--- src/rtl/rll_key_loader.sv ---
// Serial key loader for the RLL16-locked cores: shifts in key + checksum over valid/ready,
// verifies the chunked-XOR checksum, commits the key and locks out after repeated failures.
module rll_key_loader #(
  parameter int KEY_W        = 16,
  parameter int CHK_W        = 4,
  parameter int MAX_ATTEMPTS = 3
) (
  input  logic             clk,
  input  logic             rst_n,
  input  logic             load_start,
  input  logic             key_bit,
  input  logic             key_bit_valid,
  output logic             key_bit_ready,
  input  logic             key_clear,
  output logic [KEY_W-1:0] key_out,
  output logic             key_valid,
  output logic             load_err,
  output logic             locked_out,
  output logic [3:0]       fail_cnt
);
  localparam int SR_W  = KEY_W + CHK_W;
  localparam int CNT_W = $clog2(SR_W + 1);
  localparam logic [CNT_W-1:0] LAST = CNT_W'(SR_W - 1);
  localparam logic [3:0] MAX_F = 4'(MAX_ATTEMPTS);

  typedef enum logic [2:0] {IDLE, SHIFT, CHECK, LOADED, ERROR} state_t;

  state_t           state;
  logic [SR_W-1:0]  sreg;
  logic [CNT_W-1:0] cnt;
  logic [CHK_W-1:0] chk_exp;
  logic             chk_ok;
  logic [3:0]       fail_nxt;

  // Expected checksum: XOR of all CHK_W-wide chunks of the received key.
  always_comb begin
    chk_exp = '0;
    for (int i = 0; i < KEY_W / CHK_W; i++)
      chk_exp = chk_exp ^ sreg[CHK_W + i*CHK_W +: CHK_W];
  end

  assign chk_ok   = (chk_exp == sreg[CHK_W-1:0]);
  assign fail_nxt = fail_cnt + 4'd1;

  always_ff @(posedge clk or negedge rst_n) begin
    if (!rst_n) begin
      state         <= IDLE;
      key_out       <= '0;
      key_valid     <= 1'b0;
      key_bit_ready <= 1'b0;
      load_err      <= 1'b0;
      locked_out    <= 1'b0;
      fail_cnt      <= '0;
      cnt           <= '0;
      sreg          <= '0;
    end else begin
      load_err <= 1'b0;
      case (state)
        IDLE: begin
          if (load_start) begin
            state         <= SHIFT;
            cnt           <= '0;
            key_bit_ready <= 1'b1;
          end
        end
        SHIFT: begin
          // A restart discards whatever bit is presented alongside it.
          if (load_start) begin
            cnt <= '0;
          end else if (key_bit_valid && key_bit_ready) begin
            sreg <= {sreg[SR_W-2:0], key_bit};
            cnt  <= cnt + 1'b1;
            if (cnt == LAST) begin
              state         <= CHECK;
              key_bit_ready <= 1'b0;
            end
          end
        end
        CHECK: begin
          if (chk_ok) begin
            key_out   <= sreg[SR_W-1:CHK_W];
            key_valid <= 1'b1;
            fail_cnt  <= '0;
            state     <= LOADED;
          end else begin
            load_err <= 1'b1;
            fail_cnt <= fail_nxt;
            if (fail_nxt == MAX_F) begin
              state      <= ERROR;
              locked_out <= 1'b1;
              key_out    <= '0;
              key_valid  <= 1'b0;
            end else begin
              state <= IDLE;
            end
          end
        end
        LOADED: begin
          // Clear has priority; load_start is never honoured here.
          if (key_clear) begin
            key_out   <= '0;
            key_valid <= 1'b0;
            state     <= IDLE;
          end
        end
        ERROR: begin
          locked_out    <= 1'b1;
          key_out       <= '0;
          key_valid     <= 1'b0;
          key_bit_ready <= 1'b0;
        end
        default: state <= IDLE;
      endcase
    end
  end
endmodule

--- config.mk ---
export PLATFORM = sky130hd
export DESIGN_NAME = rll_key_loader
export DESIGN_NICKNAME = d
export VERILOG_FILES = /design/src/rtl/rll_key_loader.sv
export SDC_FILE = /design/constraint.sdc
export NUM_CORES = 1
export LEC_CHECK = 0
export ABC_AREA = 1
export BUFFER_PORTS_ARGS = -buffer_cell sky130_fd_sc_hd__buf_2
export CAP_MARGIN = 20
export CORE_MARGIN = 4
export CORE_UTILIZATION = 40
export DETAILED_ROUTE_END_ITERATION = 12
export PLACE_DENSITY = 0.64
export SLEW_MARGIN = 15
export SYNTH_ARGS = -nofsm -noshare
export SYNTH_HDL_FRONTEND = slang
export SYNTH_SLANG_ARGS = --single-unit
--- constraint.sdc ---
create_clock -name clk -period 3.9 [get_ports clk]
set_clock_uncertainty 0.2 [all_clocks]
set_input_delay 0.585 -clock clk [delete_from_list [all_inputs] [get_ports clk]]
set_output_delay 0.585 -clock clk [all_outputs]
set_load 0.05 [all_outputs]
# == After elaboration in Yosys (flattened, before gate mapping) ==
# Index checks and enable logic that the tools add are counted.
# totals
elab_cells,75
input_bits,6
out_inout_bits,24
reg_bits,52
# op_classes
eq_ne,16
muxes,31
n_addsub,2
bitwise,5
reduce_logical,12
# op_table
cell,n
$mux 16,3
$pmux 16 s3,1
$mux 3,7
$mux 5,3
$pmux 3 s5,1
$ne 2x2->1 const B,7
$reduce_and 3->1,4
$xor 4x4->4,3
$mux 1,11
$pmux 5 s2,1
$eq 3x2->1 const B,2
$ne 3x3->1 const B,2
$pmux 1 s3,2
$reduce_and 6->1,1
$reduce_bool 3->1,2
$add 5x1->5 const B,1
$eq 5x5->1 const B,1
$reduce_and 5->1,1
$add 4x1->4 const B,1
$eq 4x2->1 const B,1
$eq 4x4->1,1
$mux 4,1
$reduce_bool 2->1,2
$eq 3x1->1 const B,1
other kinds (5),6

# == Logic depth before layout (Yosys ltp) ==
# Gate-level depths: netlist of run 1.
# logic_depth
depth_word,6
mapped_depth,15
ltp_nobuf,14

# == Least setup slack after synthesis of run 1 ==
# OpenSTA, ideal clock, no wires.
# synth_timing
kind,reg2reg
from,reg fail_cnt[0]
to,reg key_out[0]
arrival_ps,1576
path_stages_with_launch,9
period_less_slack_ps,1895
n_path_buf,1
setup_time_ps,119
setup_slack_ps,2005
required_ps,3581
cell_sequence,dfrtp_1 > ha_1 > xnor2_1 > nand3_1 > nand3_2 > nand2_4 > buf_6 > nand2_1 > nand2_1
# synth_via
elab_chain_len,4
# synth_lines
item,line_no,text
from (decl),19,output logic [3:0] fail_cnt
from (signal assigned),87,fail_cnt <= fail_nxt;
$add 4x1->4,43,assign fail_nxt = fail_cnt + 4'd1;
$eq 4x2->1,88,if (fail_nxt == MAX_F) begin
$ne 3x3->1 (no source line),-,
$reduce_and 3->1 (no source line),-,
to (signal assigned),81,key_out <= sreg[SR_W-1:CHK_W];
to (decl),15,"output logic [KEY_W-1:0] key_out,"
# No other way between the ends.
# A chain may end at the register's enable or synchronous reset.

# == Worst setup path after layout of run 1 ==
# layout_timing
from,reg state[2]
to,reg sreg[8]
# layout_via
elab_chain_len,2
# layout_lines
item,line_no,text
from (decl),28,state_t state;
from (signal assigned),47,state <= IDLE;
from (signal assigned),61,state <= SHIFT;
from (signal assigned),74,state <= CHECK;
$eq 3x1->1,58,case (state)
$reduce_and 3->1 (no source line),-,
to (signal assigned),71,"sreg <= {sreg[SR_W-2:0], key_bit};"
to (decl),29,logic [SR_W-1:0] sreg;
# No other way between the ends.

==> results summary, run 1 <==
The final cell area excluding filler cells is 0.00273 mm2. After synthesis the cells add up to 0.00244 mm2. The first-pass GRT wire length came out at 8.25 mm. Synthesis produced between 200 and 300 cells. The total placed cells including tap cells is slightly below 400. From bottom edge to top edge, the die measures 86.0 um.

Synthesis instantiated 26 different standard cells from the library. The type of the tightest min-delay check is primary input to async pin. The static power due to leakage came out at around 1.5 nW. The number of buffers created by CTS is 5. In this design, the stage delay of the slowest critical-path cell is 0.44 ns.

Across the VDD grid, the largest voltage drop is about 0.00030 V. The number of antenna violations at the first check in global routing came to 0. The longest clock path from root to sink contains 2 buffers. The required time at the endpoint of the critical path came out at just under 4 ns.

The starting DRC count in detailed routing is 95. The proportion of register bits with asynchronous set or reset after synthesis came out at 100%. Clock-pin slew was measured on the worst setup and hold paths at approximately 0.10 ns. The detailed router placed 1,838 vias in this run. The clock tree from TritonCTS is built.

The worst setup path is of the register to register kind. The number of buffers inserted by post-CTS setup repair is 0. For the worst-skew pair, the clock arrives at the later sink with an insertion delay of 0.31 ns. The final critical delay including setup and external delays came out at 1.95 ns.

The signal on the critical path passes through nor2_2 > nand2_1 > nor2_4 > nand2_2 > mux2_2. The congestion estimate from routability-driven global placement came to 0.867. The number of nets in the synthesized netlist is around 300. The portion of the clock cycle consumed by the worst path in the final layout is 49.9%. STA classifies the critical path endpoint as a register. The flow ran to the end, and the final reports show no timing, DRC or antenna violations. For the pin with the worst max-slew slack, the measured transition is around 0.75 ns. The setup violation total in the final timing report is 0. The CTS sink count came out at 52.

The number of antenna cells inserted came out at 0. The area share of the leading cell type in the synthesized netlist is 53.4%. The total power is 1.77 mW.

In the routed design, unresolved DRC markers number 0. The synthesized design spends more area on one cell type than any other, namely sky130_fd_sc_hd__dfrtp_1. The count of non-filler cells in the finished layout came out at 395. The proportion of layout cells with a drive suffix above 1 came out at between 10% and 20%. The sum of routed wire length over all layers came out at about 4.5 mm. The wire-length estimate of the detail-placed layout is around 3.3 mm.

At the end of the flow, the number of nets in the layout was around 330. The remaining max-slew budget at the tightest pin came out at 49.8%. By area the synthesized netlist is led by sky130_fd_sc_hd__dfrtp_1 (53%), sky130_fd_sc_hd__nand2_1 (17%), sky130_fd_sc_hd__inv_1 (4.6%). The count of cells resized by post-cts repair came out at 0.

The residual antenna-violating net count after detailed routing is 0. The die covers 0.00740 mm2. The count of input and output buffers came out at 29. The final count of hold timing violations is 0. The via count of the first global-routing pass is 1,890. The total negative setup slack came out at 0 ns. Max-cap violations in this run came to 0. The most common cell in the synthesized netlist is sky130_fd_sc_hd__nand2_1. The detailed-route wire length per cell is 11.4 um. The total congestion overflow after global routing is 0. The total of flip-flops plus latches after synthesis came out at 52. The number of filler instances in the final layout came out at 590. The effective utilization at floorplan came out at roughly two fifths.

The floorplan step set the die width to 86.0 um. In this run the worst path has a maximum fanout of 34. Row generation in the floorplan step produced 28 rows.

The first-pass iteration count of the detailed router is 4. The proportion of synthesized chip area in sequential cells came out at 53.4%. Setup repair after global routing left no endpoint under its margin. The average vias per placed instance is 4.65.

A synthesized cell averages between 8 and 9 um2. The data arrival time of the critical path is slightly below 2 ns. The kind of start point of the critical path is a register. Yosys mapped a number of flops with a built-in enable equal to 0. The total power divided by cell area is about 650 mW/mm2.

The region available for standard cell placement spans roughly 0.0059 mm2. The dominant register cell in the synthesized netlist is sky130_fd_sc_hd__dfrtp_1. The maximum number of pins on one net before global-route repair came out at 35. For this run, the top clock speed supported by timing is 514 MHz.

The Yosys step of the flow raised 0 warnings. The number of primary I/O pins came out at 30. The post-detailed-placement cell area came out at roughly 0.0026 mm2. The global-route usage over all layers came out at 13.9%.

The relative area change from synthesis to final layout came out at 12.2%. The slowest stage of the critical path is the sky130_fd_sc_hd__dfrtp_1 cell. Final hold analysis gives a worst-case slack of 0.140 ns.

Ranked by instance count, the synthesized netlist is headed by sky130_fd_sc_hd__nand2_1 (112), sky130_fd_sc_hd__dfrtp_1 (52), sky130_fd_sc_hd__inv_1 (30). The deepest level of the CTS H-tree came out at 2. The number of max-slew violations in the final report is 0. The number of hold-repair buffers added at the cts stage came out at 0. Clock tree synthesis selected as its root buffer the cell sky130_fd_sc_hd__clkbuf_8.
==> layout make-up <==
| class | count | area [um2] | area share [%] |
|---|---|---|---|
| sequential | 52 | 1300 | 47.6 |
| multi-input combinational | 196 | 965 | 35.3 |
| timing repair buffer | 30 | 153 | 5.58 |
| inverter | 34 | 129 | 4.71 |
| tap | 75 | 93.8 | 3.43 |
| clock buffer | 6 | 82.6 | 3.02 |
| clock inverter | 2 | 10.0 | 0.366 |
==> power breakdown <==
part / switching (mW) / internal [mW] / total, mW
Combinational: 0.498 / 0.206 / 0.704
Sequential: 0.0972 / 0.649 / 0.746
Clock: 0.178 / 0.142 / 0.320
Total: 0.773 / 0.997 / 1.77
==> layer usage <==
layer / vias up / global-route usage [%] / wire, um / part of all wire (%)
met5: - / 0 / 0 / 0
met4: 0 / 3.60 / 48 / 1.1
met3: 5 / 4.13 / 177 / 3.9
li1: 959 / - / - / -
met1: 853 / 17.4 / 2200 / 49
met2: 21 / 23.3 / 2100 / 46
==> through the flow <==
step                utilization (%)  setup WS [ns]
finish                         46.2           1.95
floorplan                         -           2.00
detailed placement             44.6           1.88
global route                   46.2           1.76
CTS                            46.2           1.95
global placement               44.6           1.90
==> flip-flops by register name, summed over array words and instances (netlist names) <==
name,cells
cnt,5
fail_cnt,4
key_bit_ready,1
key_out,16
key_valid,1
load_err,1
locked_out,1
sreg,20
state,3
==> worst paths after layout <==
kind,start,endpoint,slack [ns],depth (start not counted)
min,rst_n,sreg[1],0.14,1
max reg2reg,state[2],sreg[8],1.95,5
min in group clk,key_out[14],key_out[14],0.27,2
max in group asynchronous,rst_n,key_out[2],2.62,2
min reg2reg,key_out[14],key_out[14],0.27,2
max,state[2],sreg[8],1.95,5
==> layout by cell type (no fill, tap or decap), types with 2 or more instances in the layout <==
cell type / Yosys / routed
sky130_fd_sc_hd__inv_2: 3 / 3
sky130_fd_sc_hd__clkbuf_8: 0 / 6
sky130_fd_sc_hd__ha_1: 3 / 3
sky130_fd_sc_hd__xor2_1: 4 / 4
sky130_fd_sc_hd__inv_1: 30 / 30
sky130_fd_sc_hd__nand3_2: 2 / 2
sky130_fd_sc_hd__o21ai_0: 19 / 19
sky130_fd_sc_hd__mux2_2: 6 / 6
sky130_fd_sc_hd__nand4_1: 2 / 2
sky130_fd_sc_hd__nand3_1: 12 / 12
sky130_fd_sc_hd__clkinv_2: 1 / 3
sky130_fd_sc_hd__nor2_2: 2 / 2
sky130_fd_sc_hd__buf_2: 0 / 29
sky130_fd_sc_hd__nand2_1: 112 / 112
sky130_fd_sc_hd__nor3_2: 2 / 2
sky130_fd_sc_hd__nor2_1: 13 / 13
sky130_fd_sc_hd__a21oi_1: 7 / 7
sky130_fd_sc_hd__dfrtp_1: 52 / 52
sky130_fd_sc_hd__o31ai_1: 2 / 2
sky130_fd_sc_hd__xnor2_1: 4 / 4
==> critical path: cells and delay by family (launching register included) <==
| family | cells | cell delay, ns |
|---|---|---|
| DFF | 1 | 0.44 |
| and+or+nand+nor | 4 | 0.79 |
| muxes | 1 | 0.40 |
==> cells by family after synthesis <==
family                   count (synthesis)  synth area share (%)
XOR/XNOR                                 8                  2.88
buffers and inverters                   39                  6.98
multiplexers                             6                  2.77
AND/OR/NAND/NOR                        149                  25.8
adder cells (fa/ha/maj)                  3                  1.54
AO/OA/AOI/OAI                           30                  6.57
flip-flops                              52                  53.4
Note: power is estimated with default switching activity, not from simulation.
==> inputs of run 2 (changes only) <==
PLACE_DENSITY = 0.66   (was 0.64)
clock period = 1.6 ns   (was 3.9 ns; I/O delays follow)
==> results summary, run 2 (synthesis results as in run 1) <==
The worst IR drop on VDD came to 0.000828 V (+180%). The via count came to 2,099 (+14%). The endpoint identified for the worst register-to-register timing path is key_out[14]. The remaining design rule violation count is 0 (unchanged). The largest driver fanout on the critical path came to 9 (-74%). The transition time of the tightest slew-check pin came out at 0.471 ns (-0.283 ns). The CTS sink count is 52 (unchanged). The static power due to leakage was 1.88 nW (+22%). The sum of net half-perimeters after detailed placement came out at 3.74 mm (+14%).

The end point of the worst hold path is sreg[0]. The total congestion overflow after global routing is 0 (unchanged). In the layout the commonest cells are sky130_fd_sc_hd__nand2_1 (97), sky130_fd_sc_hd__dfrtp_1 (47), sky130_fd_sc_hd__buf_4 (38), sky130_fd_sc_hd__buf_2 (29), sky130_fd_sc_hd__inv_1 (25). The final critical delay including setup and external delays came to 1.73 ns (-0.215 ns). The number of cells on the worst hold path came out at 3. The required time at the endpoint of the critical path came to 1.60 ns (-2.29 ns). The register-to-register setup slack is -0.13 ns (-2.09 ns). The detailed-route wire length per cell is 12.6 um (+10%). The maximum clock rate is 577 MHz (+12%). The cell family contributing the most delay on the critical path is simple AND/OR/NAND/NOR gates. The final reports fail on setup timing. The total negative setup slack came out at -3.96 ns (-3.96 ns). The routability congestion estimate was 0.823 (-5.1%). Setup repair after global routing could not meet its margin everywhere. The number of cell instances on the worst register-to-register path came out at 14 (+9).

The tightest min-delay check is of the primary input to register type. The proportion of layout cells with a drive suffix above 1 came out at 40.1% (+22 points). The horizontal die dimension came out at 86.0 um (unchanged). The total power is 5.37 mW (+200%). The first-pass GRT wire length is 8.78 mm (+6.4%). The effective utilization at floorplan is 41.1% (unchanged). The via count of the first global-routing pass came out at 2,068 (+9.4%). Relative to the synthesized area, the layout overhead comes to 42.7%. The worst flop-to-flop path startpoint is sreg[15]. The average vias per placed instance came to 4.67 (+0.47%).

The setup violation total in the final timing report came out at 48 (+48). The total power divided by cell area is 1540 mW/mm2 (+140%). The count of input and output buffers came out at 29 (unchanged).

The sum of routed wire length over all layers came out at 5.66 mm (+25%). The clock latency on the worst-skew pair came out at 0.30 ns (about the same). The global-route usage over all layers was 15.0% (+1.1 points). The number of antenna cells inserted is 0 (unchanged). The delay contributed by the slowest stage of the critical path came out at 0.41 ns (-0.03 ns). The starting DRC count in detailed routing is 84 (-12%). The run finished, with violations left. The worst-case clock buffer depth is 2 (unchanged). The post-route worst setup slack came to -0.132 ns (-2.09 ns).

The die extent in y came out at 86.0 um (unchanged). The residual antenna-violating net count after detailed routing is 0 (unchanged). The clock tree from TritonCTS is built. The count of maximum capacitance violations came out at 0 (unchanged). The dominant cell type by count on the critical path is sky130_fd_sc_hd__nand2_1.

The clock edge transition at the registers on the reported setup and hold paths was 0.09 ns (about the same). The number of buffers created by CTS is 5 (unchanged). The number of nets in the layout came out at 383 (+17%). The startpoint identified for the worst hold timing path is key_bit. The core area came out at 0.00592 mm2 (unchanged). The final count of hold timing violations is 0 (unchanged). Leaving out fill and tap cells, the most frequent cell in the layout is sky130_fd_sc_hd__nand2_1. The deepest level of the CTS H-tree was 2 (unchanged). The portion of the clock cycle consumed by the worst path in the final layout came out at 108% (+58 points). The data arrival time of the critical path is 1.73 ns (-0.21 ns). The combined buffer and inverter count along the critical path is 2 (+2). The number of antenna violations at the first check in global routing is 0 (unchanged).

The worst setup path is launched from a register. The largest registers in the layout are sreg: 20 flops, key_out: 16 flops, cnt: 5 flops. The maximum number of pins on one net before global-route repair is 21 (-40%). The count of non-filler cells in the finished layout is 449 (+14%).

The number of flip-flops in the largest register is 20 (unchanged). Clock tree synthesis selected as its root buffer the cell sky130_fd_sc_hd__clkbuf_8. The cell with the biggest individual delay on the critical path is sky130_fd_sc_hd__dfrtp_1. The total placed cells including tap cells came out at 428 (+11%). The number of standard-cell rows in the floorplan is 28 (unchanged). The remaining max-slew budget at the tightest pin came out at 68.6% (+19 points). The worst setup path is of the register to register kind.

The signal on the critical path passes through inv_1 > nand2_1 > nand2_1 > nand2_1 > nand2_1 > nand2_1 > nand2_1 > nand2_1 > inv_2 > nand2_2 > nand3_4 > nand2_8 > nand2_1 > nand2_1. STA classifies the critical path endpoint as a register. The number of filler instances in the final layout is 534 (-9.5%). The number of max-slew violations in the final report came out at 0 (unchanged). Counting flops per register, the top entry is sreg. The number of primary I/O pins came to 30 (unchanged).

The first-pass iteration count of the detailed router is 4 (unchanged). The full die area was 0.00740 mm2 (unchanged).
-- run 2: changes by cell type in the layout (fill, tap and decap cells not counted), sizes merged --
cell,before,now
clkbuf,6,9
nand2,114,116
clkinv,3,1
buf,30,80
dlygate4sd3,0,1
-- run 2: per-stage QoR --
| step | util, % | worst slack, ns | instance area, um2 | hold slack (ns) |
|---|---|---|---|---|
| final | 58.7 | -0.132 | 3480 | 0.0113 |
| after global routing | 58.7 | -0.327 | 3480 | 0.0123 |
| after CTS | 54.5 | -0.111 | 3230 | 0.00342 |
| after detailed placement | 50.7 | -0.154 | 3000 | 0.0245 |
| after global placement | 50.7 | -0.101 | 3000 | 0.0195 |
| after floorplan | - | -0.0750 | 2470 | -0.256 |
-- run 2: metal layers --
layer	vias up	global-route usage, %	wire length [um]
met1	988	18.6	2560
li1	1074	-	-
met2	31	26.1	2840
met5	-	0	0
met3	6	3.17	193
met4	0	4.32	65
-- run 2: final cells by class --
cell class | count | area, um2 | share of cell area [%]
clock buffer | 7 | 96.3 | 2.77
inverter | 34 | 138 | 3.96
multi-input combinational | 198 | 1170 | 33.8
sequential | 52 | 1310 | 37.6
tap | 75 | 93.8 | 2.70
timing repair buffer | 83 | 667 | 19.2
-- run 2: what timing repair did --
item / in CTS / in global routing
hold buffers: 1 / 0
gates resized for setup: 20 / 58
cloned: 1 / 4
endpoints found under the hold margin: 16 / 0
buffers inserted: 5 / 6
pin swaps: 9 / 13
endpoints found under the setup margin: 44 / 50
-- run 2: worst register-to-register path, delay by kind of cell (launching register included) --
family,cells,cell delay [ns]
DFF,1,0.41
and+or+nand+nor,12,0.86
buffers and inverters,2,0.15
-- run 2: how the worst max path moves through the flow --
stage,start,to,slack (ns),cells after the start
6_report,sreg[15],key_out[14],-0.13,14
5_1_grt,sreg[11],key_out[8],-0.33,14
4_1_cts,sreg[18],key_out[7],-0.11,10
3_5_place_dp,sreg[18],key_out[14],-0.15,10
3_3_place_gp,sreg[18],key_out[13],-0.10,10
2_1_floorplan,fail_cnt[1],key_out[0],-0.07,8
-- run 2: power by group --
group | switching, mW | total (mW) | internal, mW
logic | 1.64 | 2.75 | 1.11
clock network | 0.404 | 0.790 | 0.386
registers | 0.238 | 1.83 | 1.59
==> inputs of run 3 (changes only) <==
TNS_END_PERCENT = 1   (was not set)
==> results summary, run 3 (synthesis results as in run 1) <==
In the final layout, the registers with the most flip-flops are sreg: 20 flops, key_out: 16 flops, cnt: 5 flops. Setup repair after global routing could not meet its margin everywhere. The clock tree from TritonCTS is built. The residual antenna-violating net count after detailed routing is 0 (unchanged). The portion of the clock cycle consumed by the worst path in the final layout came to 115% (+7.2 points).

Ranked by flip-flop count, first place goes to sreg. The flow ran to the end, but the final reports show violations. The average vias per placed instance is 4.65 (-0.48%). The via count of the first global-routing pass came out at 2,042 (-1.3%). The multi-input combinational cell area came out at 0.00111 mm2 (-5.5%). The clock edge transition at the registers on the reported setup and hold paths is 0.09 ns (about the same). The number of standard-cell rows in the floorplan is 28 (unchanged). The number of filler instances in the final layout is 534 (unchanged). The die extent in y is 86.0 um (unchanged).

The tightest min-delay check is of the primary input to register type. The checks that failed: setup timing. The starting DRC count in detailed routing came to 106 (+26%). The top routing layer in use is met4.

The sum of net half-perimeters after detailed placement came out at 3.48 mm (-6.9%). The clock latency on the worst-skew pair is 0.30 ns (about the same). The proportion of layout cells with a drive suffix above 1 came out at 37.7% (-2.4 points). The global-route usage over all layers is 15.6% (+0.62 points). The detailed route wirelength on metal3 is 192 um (-0.52%).

The largest driver fanout on the critical path came out at 3 (-6). The endpoint type of the worst setup path is a register. The final critical delay including setup and external delays is 1.85 ns (+0.114 ns). The first-pass GRT wire length is 9.07 mm (+3.4%). The maximum clock rate came to 542 MHz (-6.2%).

The static power due to leakage came to 1.84 nW (-2.1%). The CTS sink count came out at 52 (unchanged). The routability congestion estimate is 0.762 (-7.5%).

The maximum number of pins on one net before global-route repair came to 53 (+150%). The worst-case clock buffer depth is 2 (unchanged). The number of nets in the layout is 382 (-0.26%). The post-placement setup slack is -0.124 ns (+0.0309 ns).

The via count came out at 2,089 (-0.48%). The transition time of the tightest slew-check pin came to 0.282 ns (-0.189 ns). The total negative setup slack was -3.97 ns (-0.0120 ns). The post-route worst setup slack is -0.246 ns (-0.114 ns). The core area is 0.00592 mm2 (unchanged). In the layout the commonest cells are sky130_fd_sc_hd__nand2_1 (96), sky130_fd_sc_hd__dfrtp_1 (48), sky130_fd_sc_hd__buf_4 (47), sky130_fd_sc_hd__buf_2 (29), sky130_fd_sc_hd__inv_1 (24). The final count of hold timing violations came out at 0 (unchanged). The number of primary I/O pins came out at 30 (unchanged). The total congestion overflow after global routing was 0 (unchanged). The remaining max-slew budget at the tightest pin is 81.1% (+12 points).

The full die area came out at 0.00740 mm2 (unchanged). The setup violation total in the final timing report came out at 27 (-44%). The effective utilization at floorplan came out at 41.1% (unchanged). Leaving out fill and tap cells, the most frequent cell in the layout is sky130_fd_sc_hd__nand2_1. The count of maximum capacitance violations came out at 0 (unchanged). The number of antenna violations at the first check in global routing is 0 (unchanged). The required time at the endpoint of the critical path came out at 1.63 ns (+0.03 ns). The worst IR drop on VDD came to 0.000878 V (+6.1%).

The number of buffers created by CTS came out at 5 (unchanged). The first-pass iteration count of the detailed router is 4 (unchanged). The worst setup path is of the register to register kind.

The number of flip-flops in the largest register came out at 20 (unchanged). The sum of routed wire length over all layers came out at 5.29 mm (-6.6%). The data arrival time of the critical path is 1.88 ns (+0.15 ns). The count of input and output buffers was 29 (unchanged). The remaining design rule violation count came to 0 (unchanged). The total routed wire length on the met1 layer is 2.46 mm (-3.8%). The horizontal die dimension came out at 86.0 um (unchanged).

The number of max-slew violations in the final report is 0 (unchanged). The number of antenna cells inserted came out at 0 (unchanged). The total power divided by cell area came out at 1580 mW/mm2 (+2.3%). The deepest level of the CTS H-tree came out at 2 (unchanged). STA classifies the critical path startpoint as a register.

The relative area change from synthesis to final layout came out at 36.3%. The detailed-route wire length per cell is 11.8 um (-6.6%). The total area of sequential cells is 0.00131 mm2 (about the same).

The met2 layer wire length in the routed design came out at 2.56 mm (-9.9%). The root buffer selected by CTS is sky130_fd_sc_hd__clkbuf_8.
[run 3: power by group]
group | internal [mW] | switching (mW)
Sequential | 1.59 | 0.252
Combinational | 0.952 | 1.57
Clock | 0.464 | 0.413
Total | 3.01 | 2.23
[run 3: metal layers]
layer  vias up  GRT usage [%]
met4         0           6.19
met1       976           20.8
li1       1074              -
met2        33           24.5
met5         -              0
met3         6           3.55
[run 3: worst paths after layout]
check	startpoint	to	slack, ns	cells past startpoint
worst min register to register	locked_out	locked_out	0.27	2
max in group asynchronous	rst_n	fail_cnt[2]	0.69	3
worst max-delay path	sreg[15]	sreg[16]	-0.25	10
min in group asynchronous	rst_n	key_out[2]	0.25	3
worst max register to register	sreg[15]	sreg[16]	-0.25	10
worst min-delay path	key_clear	state[1]	0.11	5
[run 3: layout make-up]
type,instances,area share (%)
repair buffers,82,17.2
flip-flops and latches,52,39.4
clock inverters,2,1.06
clock buffers,6,2.19
well taps,75,2.83
inverters,34,3.92
multi-input cells,198,33.4
[run 3: repair_timing]
| action | CTS | global route |
|---|---|---|
| setup buffers | 9 | 4 |
| hold endpoints to repair | 53 | 0 |
| cloned | 2 | 0 |
| pin swaps | 6 | 7 |
| hold buffers | 2 | 0 |
| gates resized for setup | 14 | 31 |
| endpoints found under the setup margin | 31 | 43 |
[run 3: critical path, cell delays in order, from the launching register on]
cell                      delay, ns
sky130_fd_sc_hd__dfrtp_1       0.41
sky130_fd_sc_hd__inv_2         0.06
sky130_fd_sc_hd__buf_4         0.13
sky130_fd_sc_hd__buf_4         0.12
sky130_fd_sc_hd__buf_4         0.12
sky130_fd_sc_hd__buf_4         0.12
sky130_fd_sc_hd__buf_4         0.12
sky130_fd_sc_hd__buf_4         0.12
sky130_fd_sc_hd__buf_4         0.12
sky130_fd_sc_hd__buf_4         0.13
sky130_fd_sc_hd__o21ai_1       0.13
[run 3: through the flow]
step	hold WS, ns	cell area (um2)	util, %	total power [mW]	cells
final	0.106	3320	56.1	5.24	449
after global routing	0.114	3320	56.1	5.64	449
after CTS	0.0999	3220	54.4	5.04	445
after detailed placement	0.0569	2960	49.9	3.94	424
after global placement	0.0540	2960	49.9	3.90	424
after floorplan	-0.256	2460	-	3.25	287
